**config.mk**
```make
export PLATFORM = sky130hd
export DESIGN_NAME = oerv_store_ser2par_flat
export DESIGN_NICKNAME = d
export VERILOG_FILES = /design/src/rtl/oerv_store_ser2par_if.sv /design/src/rtl/oerv_store_ser2par.sv /design/src/flat_wrapper.sv
export SDC_FILE = /design/constraint.sdc
export NUM_CORES = 1
export LEC_CHECK = 0
export ABC_AREA = 1
export BUFFER_PORTS_ARGS = -buffer_cell sky130_fd_sc_hd__buf_4
export CAP_MARGIN = 5
export CORE_MARGIN = 2
export CORE_UTILIZATION = 34
export CTS_CLUSTER_DIAMETER = 30
export DETAILED_ROUTE_END_ITERATION = 10
export MAX_ROUTING_LAYER = met4
export PLACE_DENSITY = 0.64
export SYNTH_ARGS = -nofsm -noshare
export SYNTH_HDL_FRONTEND = slang
export SYNTH_SLANG_ARGS = --single-unit
```
**constraint.sdc**
```tcl
create_clock -name i_clk -period 1.6 [get_ports i_clk]
set_clock_uncertainty 0.05 [all_clocks]
set_input_delay 0.32 -clock i_clk [delete_from_list [all_inputs] [get_ports i_clk]]
set_output_delay 0.32 -clock i_clk [all_outputs]
set_load 0.01 [all_outputs]
```
**src/rtl/oerv_store_ser2par_if.sv**
```systemverilog
// Store-data and Wishbone write signals of the oerv store serial-to-parallel assembler.
// The master side feeds bytes and requests; the slave side is the assembler itself.
interface oerv_store_ser2par_if;
    logic        i_dat_en;
    logic [1:0]  i_cnt;
    logic [7:0]  i_dat;
    logic [1:0]  i_size;
    logic [1:0]  i_lsb;
    logic        i_req;
    logic        o_ready;
    logic        o_wb_cyc;
    logic        o_wb_we;
    logic [3:0]  o_wb_sel;
    logic [31:0] o_wb_dat;
    logic        i_wb_ack;
    logic        o_done;
    logic        o_misalign;

    modport master (
        output i_dat_en, i_cnt, i_dat, i_size, i_lsb, i_req, i_wb_ack,
        input  o_ready, o_wb_cyc, o_wb_we, o_wb_sel, o_wb_dat, o_done, o_misalign
    );

    modport slave (
        input  i_dat_en, i_cnt, i_dat, i_size, i_lsb, i_req, i_wb_ack,
        output o_ready, o_wb_cyc, o_wb_we, o_wb_sel, o_wb_dat, o_done, o_misalign
    );
endinterface

```
**src/rtl/oerv_store_ser2par.sv**
```systemverilog
// Collects four LSB-first store bytes into a word, replicates it by access size
// and issues one Wishbone write cycle per request.
module oerv_store_ser2par #(
    parameter bit ALIGN_CHECK = 1'b1
) (
    input  logic                        i_clk,
    input  logic                        i_rst,
    oerv_store_ser2par_if.slave         io
);

    typedef enum logic [1:0] {
        S_IDLE,
        S_FILL,
        S_READY,
        S_BUS
    } state_t;

    state_t      r_state;
    state_t      w_state_nxt;
    logic [1:0]  r_exp;
    logic [31:0] r_data;
    logic [1:0]  r_size;
    logic [1:0]  r_lsb;
    logic        r_done;
    logic        r_misalign;

    logic        w_accept;
    logic        w_latch;
    logic        w_done_nxt;
    logic        w_misalign_nxt;
    logic        w_byte0;
    logic        w_inorder;
    logic        w_misaligned;
    logic [3:0]  w_sel;
    logic [31:0] w_wdat;

    assign w_byte0   = io.i_dat_en && (io.i_cnt == 2'd0);
    assign w_inorder = io.i_dat_en && (io.i_cnt == r_exp);

    // Uses the live request attributes: the decision is made on the i_req cycle
    assign w_misaligned = io.i_size[1] ? (io.i_lsb != 2'b00)
                                       : (io.i_size[0] && io.i_lsb[0]);

    always_comb begin
        w_state_nxt    = r_state;
        w_accept       = 1'b0;
        w_latch        = 1'b0;
        w_done_nxt     = 1'b0;
        w_misalign_nxt = 1'b0;
        unique case (r_state)
            S_IDLE: begin
                if (w_byte0) begin
                    w_accept    = 1'b1;
                    w_state_nxt = S_FILL;
                end
            end
            S_FILL: begin
                if (w_byte0 || w_inorder) begin
                    w_accept = 1'b1;
                    if (io.i_cnt == 2'd3)
                        w_state_nxt = S_READY;
                end
            end
            S_READY: begin
                // A request takes priority over a restarting byte 0 in the same cycle
                if (io.i_req) begin
                    w_latch = 1'b1;
                    if (ALIGN_CHECK && w_misaligned) begin
                        w_misalign_nxt = 1'b1;
                        w_state_nxt    = S_IDLE;
                    end else begin
                        w_state_nxt    = S_BUS;
                    end
                end else if (w_byte0) begin
                    w_accept    = 1'b1;
                    w_state_nxt = S_FILL;
                end
            end
            S_BUS: begin
                if (io.i_wb_ack) begin
                    w_done_nxt  = 1'b1;
                    w_state_nxt = S_IDLE;
                end
            end
            default: w_state_nxt = S_IDLE;
        endcase
    end

    always_ff @(posedge i_clk) begin
        if (i_rst) begin
            r_state    <= S_IDLE;
            r_exp      <= '0;
            r_data     <= '0;
            r_size     <= '0;
            r_lsb      <= '0;
            r_done     <= 1'b0;
            r_misalign <= 1'b0;
        end else begin
            r_state    <= w_state_nxt;
            r_done     <= w_done_nxt;
            r_misalign <= w_misalign_nxt;
            if (w_accept) begin
                r_data[{io.i_cnt, 3'b000} +: 8] <= io.i_dat;
                r_exp                           <= io.i_cnt + 2'd1;
            end
            if (w_latch) begin
                r_size <= io.i_size;
                r_lsb  <= io.i_lsb;
            end
        end
    end

    always_comb begin
        w_sel = '0;
        if (r_state == S_BUS) begin
            if (r_size[1])
                w_sel = 4'b1111;
            else if (r_size[0])
                w_sel = r_lsb[1] ? 4'b1100 : 4'b0011;
            else
                w_sel = 4'b0001 << r_lsb;
        end
    end

    always_comb begin
        w_wdat = r_data;
        if (!r_size[1]) begin
            if (r_size[0])
                w_wdat = {2{r_data[15:0]}};
            else
                w_wdat = {4{r_data[7:0]}};
        end
    end

    assign io.o_ready    = (r_state == S_READY);
    assign io.o_wb_cyc   = (r_state == S_BUS);
    assign io.o_wb_we    = (r_state == S_BUS);
    assign io.o_wb_sel   = w_sel;
    assign io.o_wb_dat   = w_wdat;
    assign io.o_done     = r_done;
    assign io.o_misalign = r_misalign;

endmodule

```
**src/flat_wrapper.sv**
```systemverilog
// flat-port wrapper written by rule: the top's interface ports become plain ports
module oerv_store_ser2par_flat 
#(
    parameter bit ALIGN_CHECK = 1'b1
)
  (i_clk, i_rst, io_i_dat_en, io_i_cnt, io_i_dat, io_i_size, io_i_lsb, io_i_req, io_i_wb_ack, io_o_ready, io_o_wb_cyc, io_o_wb_we, io_o_wb_sel, io_o_wb_dat, io_o_done, io_o_misalign);
  oerv_store_ser2par_if io_i ();
  input  logic i_clk;
  input  logic i_rst;
  input wire logic [$bits(io_i.i_dat_en)-1:0] io_i_dat_en;
  input wire logic [$bits(io_i.i_cnt)-1:0] io_i_cnt;
  input wire logic [$bits(io_i.i_dat)-1:0] io_i_dat;
  input wire logic [$bits(io_i.i_size)-1:0] io_i_size;
  input wire logic [$bits(io_i.i_lsb)-1:0] io_i_lsb;
  input wire logic [$bits(io_i.i_req)-1:0] io_i_req;
  input wire logic [$bits(io_i.i_wb_ack)-1:0] io_i_wb_ack;
  output wire logic [$bits(io_i.o_ready)-1:0] io_o_ready;
  output wire logic [$bits(io_i.o_wb_cyc)-1:0] io_o_wb_cyc;
  output wire logic [$bits(io_i.o_wb_we)-1:0] io_o_wb_we;
  output wire logic [$bits(io_i.o_wb_sel)-1:0] io_o_wb_sel;
  output wire logic [$bits(io_i.o_wb_dat)-1:0] io_o_wb_dat;
  output wire logic [$bits(io_i.o_done)-1:0] io_o_done;
  output wire logic [$bits(io_i.o_misalign)-1:0] io_o_misalign;
  assign io_i.i_dat_en = io_i_dat_en;
  assign io_i.i_cnt = io_i_cnt;
  assign io_i.i_dat = io_i_dat;
  assign io_i.i_size = io_i_size;
  assign io_i.i_lsb = io_i_lsb;
  assign io_i.i_req = io_i_req;
  assign io_i.i_wb_ack = io_i_wb_ack;
  assign io_o_ready = io_i.o_ready;
  assign io_o_wb_cyc = io_i.o_wb_cyc;
  assign io_o_wb_we = io_i.o_wb_we;
  assign io_o_wb_sel = io_i.o_wb_sel;
  assign io_o_wb_dat = io_i.o_wb_dat;
  assign io_o_done = io_i.o_done;
  assign io_o_misalign = io_i.o_misalign;
  oerv_store_ser2par #(.ALIGN_CHECK(ALIGN_CHECK)) u_core (.i_clk(i_clk), .i_rst(i_rst), .io(io_i));
endmodule
```
* Word level (Yosys, flattened, before mapping)
Cells that the tools add are included.
** Operators by class
- Add/sub/neg operators :: 2
- Equal/unequal tests :: 8
- Shifts and indexed selects :: 3
- Mux-type cells :: 23
- Bitwise operators :: 3
- Reduce and logical (&&, ||, !) cells :: 10
** Operator list (count)
- $mux W32 :: 2
- $bwmux W32 :: 1
- $shift A8 B7 Y32 const A :: 1
- $shiftx A8 B7 Y32 :: 1
- $mux W4 :: 4
- $mux W2 :: 6
- $mux W1 :: 8
- $pmux W2 S4 :: 1
- $neg A5 Y7 :: 1
- $eq A2 B2 Y1 const B :: 3
- $logic_not A2 Y1 :: 2
- $ne A2 B1 Y1 const B :: 2
- $shl A1 B2 Y4 const A :: 1
- $logic_and A1 B1 Y1 :: 3
- $not A1 Y1 :: 3
- $pmux W1 S3 :: 1
- $reduce_and A3 Y1 :: 1
- $reduce_or A3 Y1 :: 1
- $add A2 B1 Y2 const B :: 1
- $eq A2 B1 Y1 const B :: 1
- $eq A2 B2 Y1 :: 1
- $ne A2 B2 Y1 const B :: 1
- $reduce_bool A2 Y1 :: 1
- $reduce_or A2 Y1 :: 1
- $logic_or A1 B1 Y1 :: 1
** Word-level totals
- Register bits :: 42
- Input bits :: 19
- Output and inout bits :: 41
- Logic and storage cells :: 56

* Depth between registers and ports, before layout
- Depth after elaboration :: 5
- Gate-level depth with buffers :: 12
- Gate-level depth less buffers :: 11

* Least setup slack after synthesis
No wires, ideal clock.
- Path kind :: in2reg
- Start :: input port io_i_cnt[0]
- End :: register u_core.r_data[17]
- Setup time :: 113 ps
- Arrival time :: 1501 ps
- Required time :: 1437 ps
- Slack :: -64 ps
- Cell stages on the path :: 10
- Path buffers :: 3
- Cells stage by stage :: buf_6 inv_1 ha_1 buf_6 nand2_4 a21oi_4 buf_6 nand3_4 nor2_1 nor2_1
** On the way
- Longest elaborated chain between the ends :: 5
- Elaborated cells between the ends (all ways) :: 13
- Those cells by class :: add/sub (1); eq/ne (1); shift (2); mux (5); reduce/logical (4)
** RTL lines
- start: declaration :: RTL line flat_wrapper.sv:11 : input wire logic [$bits(io_i.i_cnt)-1:0] io_i_cnt;
- branches (longest 5 deep; another with $neg A5 Y7)
- end signal: indexed assignment :: RTL line oerv_store_ser2par.sv:103 : r_data[{io.i_cnt, 3'b000} +: 8] <= io.i_dat;
- end: declaration :: RTL line oerv_store_ser2par.sv:21 : logic [31:0] r_data;
Parallel ways; which one is timed is not known.
A chain may end at the register's enable or synchronous reset.

* Final worst setup path
- Start :: register u_core.r_size[1]
- End :: output port io_o_wb_dat[31]
** On the way
- Longest elaborated chain between the ends :: 1
** RTL lines
- start: declaration :: RTL line oerv_store_ser2par.sv:22 : logic [1:0] r_size;
- start signal: assignment :: RTL line oerv_store_ser2par.sv:107 : r_size <= io.i_size;
- $mux W32 :: RTL line oerv_store_ser2par.sv:127 : if (!r_size[1]) begin
- end: declaration :: RTL line flat_wrapper.sv:21 : output wire logic [$bits(io_i.o_wb_dat)-1:0] io_o_wb_dat;
Every way passes these cells.

==> results by group <==
Place
  • Detailed Place HPWL: 5.71 mm
  • Port buffer count: 59
  • GP Congestion: 0.866
  • Area after DPL: 0.00334 mm^2
  • Dpl ws: -0.133 ns

Min path
  • Worst Hold End: u_core.r_size[0]
  • Hold Path Class: primary input to flip-flop
  • Hold path cells: 2
  • Origin of the worst min-delay path: i_rst

Setup path
  • Worst-path maximum fanout: 10
  • R2r worst-path depth: 8
  • CP startpoint kind: flip-flop
  • Worst path arrival time: 1.29 ns
  • Critical path class: flip-flop to output pin
  • FF-to-FF Start: u_core.r_state[1]
  • Required @ worst endpoint: approximately 1.2 ns
  • Worst R2R Setup Slack: 0.14 ns
  • Worst r2r dst: u_core.r_data[11]
  • Endpoint class of the critical path: output pin

Global route
  • GRT Util Overall: 19.0%
  • Vias in the first global route: 2,743
  • Gr ovfl total: 0
  • Antenna violations before repair: 0
  • Largest net degree at the start of global routing: 24
  • First-pass GRT wire length: 12.8 mm

Power and ir drop
  • P_leak: 1.81 nW
  • Power, Total: 0.00223 W
  • Worst VDD drop: between 0.0003 and 0.0004 V
  • Power per cell area: 598 mW/mm^2

Run status
  • Status: complete, but fails checks
  • Failing checks: setup timing

Synthesis
  • Sequential share of the synthesized area: between 30% and 40%
  • Synthesized cell area: 0.00271 mm^2
  • Syn. warnings: 0
  • Synth Instances: between 400 and 500
  • Area leader, netlist: dfxtp_1
  • Synth top area share: a little under a third
  • Cell variety after synth: 21
  • Syn nets: 468
  • Yosys reg bits: 42
  • Average size of a mapped cell: 6.08 um^2
  • Top post-synthesis cells by area: dfxtp_1 (31%), nand2_1 (17%), inv_1 (12%), o21ai_0 (7.6%), nor2_1 (7.5%)

Final layout
  • Layout net count: 537
  • Ant. Diodes: 0
  • Most frequent cells in the layout: nand2_1 (116), buf_4 (83), inv_1 (81), nor2_1 (53), dfxtp_1 (40)
  • Most common cell after layout, fill and taps aside: nand2_1
  • Area Growth Syn to Fin: 38.2%
  • Final Instance Area: 0.00374 mm^2
  • Fraction of layout instances using a drive strength above 1: ~28%

STA
  • Setup-failing EPs final: 24
  • Relative slew slack: 81.6%
  • Period utilisation layout: 104%
  • Max Clock Freq: 0.603 GHz
  • Tmin final: 1.66 ns
  • RSZ-0062 raised after global routing: true
  • Final hold viol count: 0
  • Measured slew at the worst slew-check pin: 0.276 ns
  • Final worst slack: -0.0575 ns
  • Final max-slew violation count: 0

Clock tree
  • CTS tree: built
  • TritonCTS buffer count: 5
  • Clock root cell: clkbuf_8
  • H-tree depth: 2
  • Clock sink count: 42
  • Clk_lat worst skew: 0.31 ns
  • Clock Pin Slew Worst Setup and Hold Paths: 0.08 ns
  • Longest Clk Path Bufs: 2

Detailed routing
  • Drt drc: 0
  • Vias: 2,874
  • Via density: 4.66
  • Pre-antenna DRT Iters: 4
  • Final WL: 7.82 mm
  • Antenna-violating nets left: 0
  • Avg WL per Cell: between 10 and 15 um
  • Initial DRC count: 141

Die
  • Initial Utilization: 35.0%
  • Row count: 32
  • Full die area: 0.00869 mm^2
  • Die width: 93.2 um
  • CORE AREA: 0.00773 mm^2
  • Ports: 60
  • Die Y: just over 90 um

Flow run
  • MaxCap Viol Count: 0
-- routing by layer --
layer | GRT usage [%] | up-vias | wire length [um]
met3 | 3.30 | 5 | 371
met4 | 5.64 | 0 | 54
li1 | - | 1508 | -
met2 | 31.3 | 72 | 3780
met1 | 24.1 | 1289 | 3610
met5 | - | - | 0
-- power breakdown --
group	leakage (nW)	switching, W	total [W]	internal, W
Combinational	1.42	0.000242	0.000420	0.000178
Sequential	0.340	0.0000100	0.00107	0.00106
Clock	0.0472	0.000401	0.000749	0.000347
Total	1.81	0.000653	0.00223	0.00158
-- flip-flops by register name (all words and copies together), names as in the netlist --
name                  cells
u_core.io.o_done          1
u_core.io.o_misalign      1
u_core.r_data            32
u_core.r_exp              2
u_core.r_lsb              2
u_core.r_size             2
u_core.r_state            2
-- worst max path at each step --
stage | cells after the start | endpoint | slack, ns | startpoint
after floorplan | 10 | u_core.r_data[17] | 0.02 | io_i_cnt[0]
after global placement | 9 | u_core.r_data[13] | -0.06 | io_i_cnt[1]
after detailed placement | 9 | u_core.r_data[12] | -0.13 | io_i_cnt[1]
after CTS | 4 | io_o_wb_dat[31] | -0.07 | u_core.r_size[0]
after global routing | 5 | io_o_wb_dat[25] | -0.13 | u_core.r_size[0]
final | 5 | io_o_wb_dat[31] | -0.06 | u_core.r_size[1]
-- critical path, stage by stage (launching register included) --
cell	delay (ns)
dfxtp_4	0.38
buf_12	0.16
a21oi_4	0.13
o21ai_4	0.09
o21ai_1	0.09
buf_4	0.14
-- Yosys cell counts --
cell / n
nand2_1: 120
inv_1: 84
nor2_1: 54
dfxtp_1: 42
o21ai_0: 41
nand4_1: 25
a21oi_1: 24
buf_4: 10
clkbuf_1: 9
buf_2: 8
nand3_1: 6
buf_6: 4
ha_1: 4
nand3_4: 3
nor3_1: 3
nand2_4: 2
nor2_2: 2
a21oi_4: 1
inv_2: 1
nand3_2: 1
nor3b_1: 1
-- layout make-up --
class                      count  area (um^2)
fill                         798         3990
inverter                      85          324
multi-input combinational    287         1520
tap                          102          128
clock buffer                   6         82.6
sequential                    42          848
clock inverter                 2         12.5
timing repair buffer          93          818
-- what timing repair did --
action,CTS,global route
endpoints found under the setup margin,20,48
pin swaps,2,9
hold buffers,0,0
gates cloned,1,1
setup buffers,3,4
resized for setup,45,36
-- stage by stage --
step / hold WS (ns) / cells / setup TNS [ns] / util [%]
after global routing: 0.159 / 617 / -2.56 / 48.4
after detailed placement: 0.414 / 600 / -1.36 / 43.2
final: 0.162 / 617 / -0.779 / 48.4
after floorplan: 0.339 / 445 / 0 / -
after CTS: 0.167 / 612 / -0.745 / 45.9
after global placement: 0.408 / 600 / -0.375 / 43.2
-- kinds of logic after synthesis --
logic type,synth area share (%)
adders and majority gates,1.85
and+or+nand+nor,35.5
buffers and inverters,19.0
AOI/OAI and AO/OA,12.6
DFF,31.1
Power figures use the tool's default switching activity.
